[config.mk]
export PLATFORM = sky130hd
export DESIGN_NAME = mmv_input_packer
export DESIGN_NICKNAME = d
export VERILOG_FILES = /design/src/rtl/mmv_pkg.sv /design/src/rtl/mmv_pack_bank.sv /design/src/rtl/mmv_input_packer.sv
export SDC_FILE = /design/constraint.sdc
export NUM_CORES = 1
export LEC_CHECK = 0
export CELL_PAD_IN_SITES_DETAIL_PLACEMENT = 0
export CELL_PAD_IN_SITES_GLOBAL_PLACEMENT = 1
export CORE_UTILIZATION = 51
export CTS_BUF_LIST = sky130_fd_sc_hd__clkbuf_4 sky130_fd_sc_hd__clkbuf_8
export DETAILED_ROUTE_END_ITERATION = 12
export HOLD_SLACK_MARGIN = 0.15
export PLACE_DENSITY = 0.83
export SLEW_MARGIN = 20
export SYNTH_ARGS = -nofsm -noshare
export SYNTH_HDL_FRONTEND = slang
export SYNTH_SLANG_ARGS = --single-unit
export TNS_END_PERCENT = 1
[constraint.sdc]
create_clock -name clk -period 2.1 [get_ports clk]
set_input_delay 0.42 -clock clk [delete_from_list [all_inputs] [get_ports clk]]
set_output_delay 0.42 -clock clk [all_outputs]
set_load 0.005 [all_outputs]
[src/rtl/mmv_pkg.sv]
// Shared sizing helpers and types for the MMV input packer slice.
package mmv_pkg;

    typedef enum logic {
        BANK0 = 1'b0,
        BANK1 = 1'b1
    } bank_e;

    // Always at least one bit so counters that only ever hold 0 stay legal.
    function automatic int unsigned mmv_clog2(input int unsigned v);
        int unsigned r;
        r = 1;
        while ((32'd1 << r) < v) r = r + 1;
        return r;
    endfunction

    function automatic int unsigned mmv_fold(input int unsigned channels, input int unsigned simd);
        return channels / simd;
    endfunction

    function automatic int unsigned mmv_groups(input int unsigned width, input int unsigned lanes);
        return (width + lanes - 1) / lanes;
    endfunction

endpackage

[src/rtl/mmv_pack_bank.sv]
// One ping-pong bank: word storage, full flag and the per-fold lane read mux.
module mmv_pack_bank
    import mmv_pkg::*;
#(
    parameter int unsigned LANES = 3,
    parameter int unsigned FOLD  = 2,
    parameter int unsigned WW    = 8,
    parameter int unsigned AW    = 3,
    parameter int unsigned FW    = 1
) (
    input  logic                  clk_i,
    input  logic                  resetn_i,
    input  logic                  we_i,
    input  logic                  first_i,
    input  logic [AW-1:0]         waddr_i,
    input  logic [WW-1:0]         wdata_i,
    input  logic                  set_full_i,
    input  logic                  clr_full_i,
    input  logic [FW-1:0]         rfold_i,
    output logic                  full_o,
    output logic [LANES*WW-1:0]   rdata_o
);

    localparam int unsigned DEPTH = LANES * FOLD;

    logic [WW-1:0] mem_q [DEPTH];
    logic          full_q, full_d;

    // The first word of a group wipes the bank so lanes a short group never writes read as zero.
    always_ff @(posedge clk_i) begin
        if (we_i) begin
            if (first_i) begin
                for (int unsigned i = 0; i < DEPTH; i++) mem_q[i] <= '0;
            end
            mem_q[waddr_i] <= wdata_i;
        end
    end

    always_comb begin
        full_d = full_q;
        if (clr_full_i) full_d = 1'b0;
        if (set_full_i) full_d = 1'b1;
    end

    always_ff @(posedge clk_i or negedge resetn_i) begin
        if (!resetn_i) full_q <= 1'b0;
        else           full_q <= full_d;
    end

    always_comb begin
        rdata_o = '0;
        for (int unsigned k = 0; k < LANES; k++) begin
            rdata_o[k*WW +: WW] = mem_q[AW'(k * FOLD) + AW'(rfold_i)];
        end
    end

    assign full_o = full_q;

endmodule

[src/rtl/mmv_input_packer.sv]
// Packs a FINN-order pixel/fold stream into MMV_IN-lane beats via two ping-pong banks.
// Optional op_axis_tlast output is enabled by defining MMV_INPUT_PACKER_TLAST_EN.
module mmv_input_packer
    import mmv_pkg::*;
#(
    parameter int unsigned MMV_IN       = 3,
    parameter int unsigned SIMD         = 1,
    parameter int unsigned IP_PRECISION = 8,
    parameter int unsigned IFMChannels  = 2,
    parameter int unsigned IFMWidth     = 6,
    parameter int unsigned IFMHeight    = 6
) (
    input  logic                                  clk,
    input  logic                                  resetn,
    input  logic [SIMD*IP_PRECISION-1:0]          ip_axis_tdata,
    input  logic                                  ip_axis_tvalid,
    output logic                                  ip_axis_tready,
    output logic [MMV_IN*SIMD*IP_PRECISION-1:0]   op_axis_tdata,
    output logic                                  op_axis_tvalid,
    input  logic                                  op_axis_tready
`ifdef MMV_INPUT_PACKER_TLAST_EN
   ,output logic                                  op_axis_tlast
`endif
);

    localparam int unsigned FOLD       = mmv_fold(IFMChannels, SIMD);
    localparam int unsigned NGRP       = mmv_groups(IFMWidth, MMV_IN);
    localparam int unsigned LAST_LANES = IFMWidth - (NGRP - 1) * MMV_IN;
    localparam int unsigned WW         = SIMD * IP_PRECISION;
    localparam int unsigned OW         = MMV_IN * WW;
    localparam int unsigned FW         = mmv_clog2(FOLD);
    localparam int unsigned CW         = mmv_clog2(MMV_IN);
    localparam int unsigned GW         = mmv_clog2(NGRP);
    localparam int unsigned RW         = mmv_clog2(IFMHeight);
    localparam int unsigned AW         = mmv_clog2(MMV_IN * FOLD);

    logic [FW-1:0] fold_q, fold_d, rd_fold_q, rd_fold_d;
    logic [CW-1:0] col_q, col_d, grp_last_col;
    logic [GW-1:0] grp_q, grp_d;
    logic [RW-1:0] row_q, row_d;
    bank_e         wr_bank_q, wr_bank_d, rd_bank_q, rd_bank_d;

    logic          full0, full1, wr_full, rd_full;
    logic [OW-1:0] rdata0, rdata1;
    logic          accept, emit, fold_last, last_grp, grp_done, first, beat_last, frame_end;
    logic [AW-1:0] waddr;

    always_comb begin
        wr_full      = (wr_bank_q == BANK0) ? full0 : full1;
        rd_full      = (rd_bank_q == BANK0) ? full0 : full1;
        accept       = ip_axis_tvalid && !wr_full;
        emit         = rd_full && op_axis_tready;
        last_grp     = grp_q == GW'(NGRP - 1);
        grp_last_col = last_grp ? CW'(LAST_LANES - 1) : CW'(MMV_IN - 1);
        fold_last    = fold_q == FW'(FOLD - 1);
        grp_done     = accept && fold_last && (col_q == grp_last_col);
        frame_end    = last_grp && (row_q == RW'(IFMHeight - 1));
        first        = (col_q == '0) && (fold_q == '0);
        waddr        = AW'(col_q) * AW'(FOLD) + AW'(fold_q);
        beat_last    = rd_fold_q == FW'(FOLD - 1);
    end

    always_comb begin
        fold_d    = fold_q;
        col_d     = col_q;
        grp_d     = grp_q;
        row_d     = row_q;
        wr_bank_d = wr_bank_q;
        rd_fold_d = rd_fold_q;
        rd_bank_d = rd_bank_q;
        if (accept) begin
            if (!fold_last) begin
                fold_d = fold_q + 1'b1;
            end else begin
                fold_d = '0;
                if (col_q != grp_last_col) begin
                    col_d = col_q + 1'b1;
                end else begin
                    col_d     = '0;
                    wr_bank_d = (wr_bank_q == BANK0) ? BANK1 : BANK0;
                    if (!last_grp) begin
                        grp_d = grp_q + 1'b1;
                    end else begin
                        grp_d = '0;
                        row_d = (row_q == RW'(IFMHeight - 1)) ? '0 : row_q + 1'b1;
                    end
                end
            end
        end
        if (emit) begin
            if (beat_last) begin
                rd_fold_d = '0;
                rd_bank_d = (rd_bank_q == BANK0) ? BANK1 : BANK0;
            end else begin
                rd_fold_d = rd_fold_q + 1'b1;
            end
        end
    end

    always_ff @(posedge clk or negedge resetn) begin
        if (!resetn) begin
            fold_q    <= '0;
            col_q     <= '0;
            grp_q     <= '0;
            row_q     <= '0;
            wr_bank_q <= BANK0;
            rd_fold_q <= '0;
            rd_bank_q <= BANK0;
        end else begin
            fold_q    <= fold_d;
            col_q     <= col_d;
            grp_q     <= grp_d;
            row_q     <= row_d;
            wr_bank_q <= wr_bank_d;
            rd_fold_q <= rd_fold_d;
            rd_bank_q <= rd_bank_d;
        end
    end

    mmv_pack_bank #(.LANES(MMV_IN), .FOLD(FOLD), .WW(WW), .AW(AW), .FW(FW)) u_bank0 (
        .clk_i      (clk),
        .resetn_i   (resetn),
        .we_i       (accept && (wr_bank_q == BANK0)),
        .first_i    (first),
        .waddr_i    (waddr),
        .wdata_i    (ip_axis_tdata),
        .set_full_i (grp_done && (wr_bank_q == BANK0)),
        .clr_full_i (emit && beat_last && (rd_bank_q == BANK0)),
        .rfold_i    (rd_fold_q),
        .full_o     (full0),
        .rdata_o    (rdata0)
    );

    mmv_pack_bank #(.LANES(MMV_IN), .FOLD(FOLD), .WW(WW), .AW(AW), .FW(FW)) u_bank1 (
        .clk_i      (clk),
        .resetn_i   (resetn),
        .we_i       (accept && (wr_bank_q == BANK1)),
        .first_i    (first),
        .waddr_i    (waddr),
        .wdata_i    (ip_axis_tdata),
        .set_full_i (grp_done && (wr_bank_q == BANK1)),
        .clr_full_i (emit && beat_last && (rd_bank_q == BANK1)),
        .rfold_i    (rd_fold_q),
        .full_o     (full1),
        .rdata_o    (rdata1)
    );

    assign ip_axis_tready = !wr_full;
    assign op_axis_tvalid = rd_full;
    assign op_axis_tdata  = (rd_bank_q == BANK0) ? rdata0 : rdata1;

`ifdef MMV_INPUT_PACKER_TLAST_EN
    // Each bank remembers whether the group it holds closes a frame.
    logic [1:0] tag_q, tag_d;

    always_comb begin
        tag_d = tag_q;
        if (grp_done) begin
            if (wr_bank_q == BANK0) tag_d[0] = frame_end;
            else                    tag_d[1] = frame_end;
        end
    end

    always_ff @(posedge clk or negedge resetn) begin
        if (!resetn) tag_q <= '0;
        else         tag_q <= tag_d;
    end

    assign op_axis_tlast = rd_full && beat_last && ((rd_bank_q == BANK0) ? tag_q[0] : tag_q[1]);
`else
    logic unused_frame_end;
    assign unused_frame_end = frame_end;
`endif

endmodule

==> impl_metrics.csv <==
group,metric,value,unit
timing,drv_slew,0,
clock_tree,insertion_delay,370,ps
timing,finalHoldViolations,0,
synth,synthesis.nets,307,
synth,syn_inst,295,
global_routing,grt_usage,0.208,
synth,yosys.area_share.simple,0.180,
global_routing,grt-ovfl-total,0,
synth,ys_types,30,
timing,max_freq,474,MHz
finish,final_util,0.633,
worst_hold_path,min_path_type,"in -> async",
routing,finalWirelength,9120,um
finish,drive_gt1_frac,0.327,
worst_setup_path,cp_cell_sequence,"buf_12, buf_8, mux4_2, buf_2",
synth,synthAdderAreaFrac,0,
worst_setup_path,critical_path_buf_inv_count,3,
synth,ys_seq_area_frac,0.663,
worst_setup_path,cp_max_fo,6,
power_and_ir_drop,switching_share,0.298,
synth,synth_compound_area_frac,0.00888,
timing,fin_skew,14.3,ps
global_routing,grt_pass1_wl,14600,um
routing,wl_per_cell,19.1,um
power_and_ir_drop,p_clk_frac,0.191,
power_and_ir_drop,power_leakage,2.07,nW
placement,gp_congestion,0.829,
power_and_ir_drop,pwr-share-comb,0.363,
timing,rsz0062_at_grt,"true",
routing,drc_errors,0,
routing,drtAntennaViolNets,0,
routing,drt_iter0_drc,118,
clock_tree,htreeDepth,3,
worst_setup_path,end_kind,"primary output",
placement,place_hpwl,5880,um
worst_setup_path,worstSetupPathType,"reg -> out",
global_routing,grt_pass1_vias,2670,
timing,period_minus_slack,2110,ps
timing,worst_pin_slew,471,ps
floorplanning,dieArea,0.00950,mm2
routing,vias_per_cell,5.38,
synth,syn_avg_cell_area,15.8,um2
clock_tree,cts-root-buf,"clkbuf_8",
job,cap_violations,0,
synth,synthXorXnorAreaFrac,0.00377,
synth,synth.mux.area_fraction,0.123,
floorplanning,io_pins,38,
finish,fin_nets,377,
placement,placed_area,0.00531,mm2
worst_setup_path,cp_slowest_cell,"mux4_2",
worst_setup_path,cp-start-kind,"flop",
timing,setup_viol,5,
floorplanning,die_w,97.5,um
timing,fin_tns_setup,-23.8,ps
power_and_ir_drop,seq_power_share,0.446,
routing,vias,2572,
placement,port_buffers,37,
synth,synth_top_family_by_area,"simple AND/OR/NAND/NOR gates",
finish,stdcell_area,0.00554,mm2
power_and_ir_drop,powerDensity,1190,mW/mm2
finish,syn2layout_area_growth,19.3,%
routing,drt_pass1_iterations,4,
timing,fin_crit_sh,1.00,
placement,post-place-ws,-77.7,ps
clock_tree,tritoncts,"built",
worst_setup_path,crit_required,1680,ps
power_and_ir_drop,p_sw,1.97,mW
clock_tree,clock_path_buffers,2,
clock_tree,cts_inserted_buffers,9,
floorplanning,row_count,34,
clock_tree,cts.clk_slew.worst_paths,90,ps
timing,relSlewSlack,0.685,
timing,finalWorstSetupSlack,-9.91,ps
run_status,violations,"setup timing",
run_status,run_status,"complete, but fails checks",
global_routing,grt_max_degree,18,
synth,yosysWarnings,0,
worst_setup_path,worst-endpoint-arrival,1690,ps
timing,fin_hold_ws,329,ps
synth,syn_area,0.00465,mm2
clock_tree,cts.sinks,104,
floorplanning,initial_core_util,0.530,
power_and_ir_drop,vdd_drop_max,0.633,mV
worst_setup_path,critPathMaxStageDelay,500,ps
finish,antenna_cells,0,
synth,yosys_register_bits,104,
global_routing,antenna_found_initial,0,
floorplanning,coreArea,0.00876,mm2
worst_setup_path,path_delay_family,"multiplexers",
floorplanning,die_h,97.5,um
power_and_ir_drop,internal_power,4.64,mW
[power by group through the flow]
stage          logic [mW]  clock network, mW  registers [mW]
6_report             2.40               1.26            2.95
2_1_floorplan        1.40                  0            2.82
3_3_place_gp         2.37                  0            2.95
4_1_cts              2.45               1.28            2.93
3_5_place_dp         2.41                  0            2.96
5_1_grt              2.61               1.35            2.99
[registers in the layout (all words and copies together), names as in the netlist]
name            count
wr_bank_q           1
col_q               2
u_bank0.mem_q      48
beat_last           1
u_bank1.full_o      1
fold_last           1
u_bank0.full_o      1
u_bank1.mem_q      48
rd_bank_q           1
[area by class of cell]
type	instances	area (um2)
clock inverters	6	68.8
repair buffers	80	636
well taps	108	135
multi-input cells	169	1480
flip-flops and latches	104	3090
clock buffers	10	131
fillers	650	3220
inverters	1	3.75
[cells in the final DEF (no fill, tap or decap), types with 2 or more instances in the layout]
cell	Yosys	routed
nor2_1	10	10
o21ai_0	2	2
buf_12	0	2
nand2b_1	5	5
buf_4	3	35
dfrtp_2	0	3
xnor2_1	2	2
clkbuf_8	0	9
buf_6	0	7
and2_1	96	96
nand2_1	5	5
clkbuf_2	0	4
clkdlybuf4s50_1	0	12
or2_2	4	4
nand3_1	2	2
nor4_2	2	2
buf_2	5	18
nor3_2	1	2
edfxtp_1	96	96
dfrtp_1	8	5
clkinvlp_4	0	2
mux4_2	24	24
nor3_1	4	3
[kinds of logic (layout without fill, tap and decap cells)]
logic type                count (synthesis)  in the layout
buffers and inverters                    22             97
AOI/OAI and AO/OA                         6              6
xor gates and xnor gates                  2              2
and+or+nand+nor                         134            134
DFF                                     104            104
muxes                                    27             27
[through the flow]
step | power [mW] | instances
finish | 6.61 | 478
global placement | 5.32 | 450
detailed placement | 5.37 | 450
CTS | 6.67 | 479
global route | 6.95 | 478
floorplan | 4.22 | 295
[metal layers]
metal,GRT usage,routed length [um],vias to the layer above
met5,0,0,-
met4,0.0633,101,0
met3,0.0432,578,14
met2,0.339,4490,68
li1,-,-,1217
met1,0.284,3950,1273
[synth_stat cells, drive strengths merged]
cell     instances  area share
nand2b           5      0.0067
o21ai            2      0.0022
mux2             1      0.0024
nor4b            1      0.0032
dfrtp            8       0.043
a31oi            1      0.0013
clkbuf          11      0.0089
inv              1     0.00081
mux4            24        0.12
or4b             1      0.0030
nor2            10      0.0081
nor4             2      0.0054
nor3b            1      0.0016
a41oi            1      0.0019
nand4b           1      0.0019
and2            96        0.13
nand3            2      0.0022
nor3             5      0.0065
a211o            1      0.0019
mux2i            2      0.0043
buf             10       0.012
a21o             1      0.0016
or2              4      0.0054
nand2            5      0.0040
xnor2            2      0.0038
edfxtp          96        0.62
nand4bb          1      0.0024
[what timing repair did]
action / in CTS / in global routing
setup endpoints to repair: 26 / 25
hold buffers: 0 / 0
gates cloned: 1 / 0
buffers inserted: 13 / 0
gates resized for setup: 97 / 13
[path summary, 6_finish.rpt]
path,from,endpoint,slack [ps],cells past startpoint
worst max-delay path,beat_last,op_axis_tdata[8],-10,4
worst min-delay path,resetn,rd_bank_q,330,1
worst max register to register,u_bank0.full_o,u_bank0.mem_q[5][2],290,3
worst min register to register,fold_last,fold_last,600,1
max in group asynchronous,resetn,u_bank0.full_o,1480,1
min in group clk,fold_last,fold_last,600,1
Power figures use the tool's default switching activity.
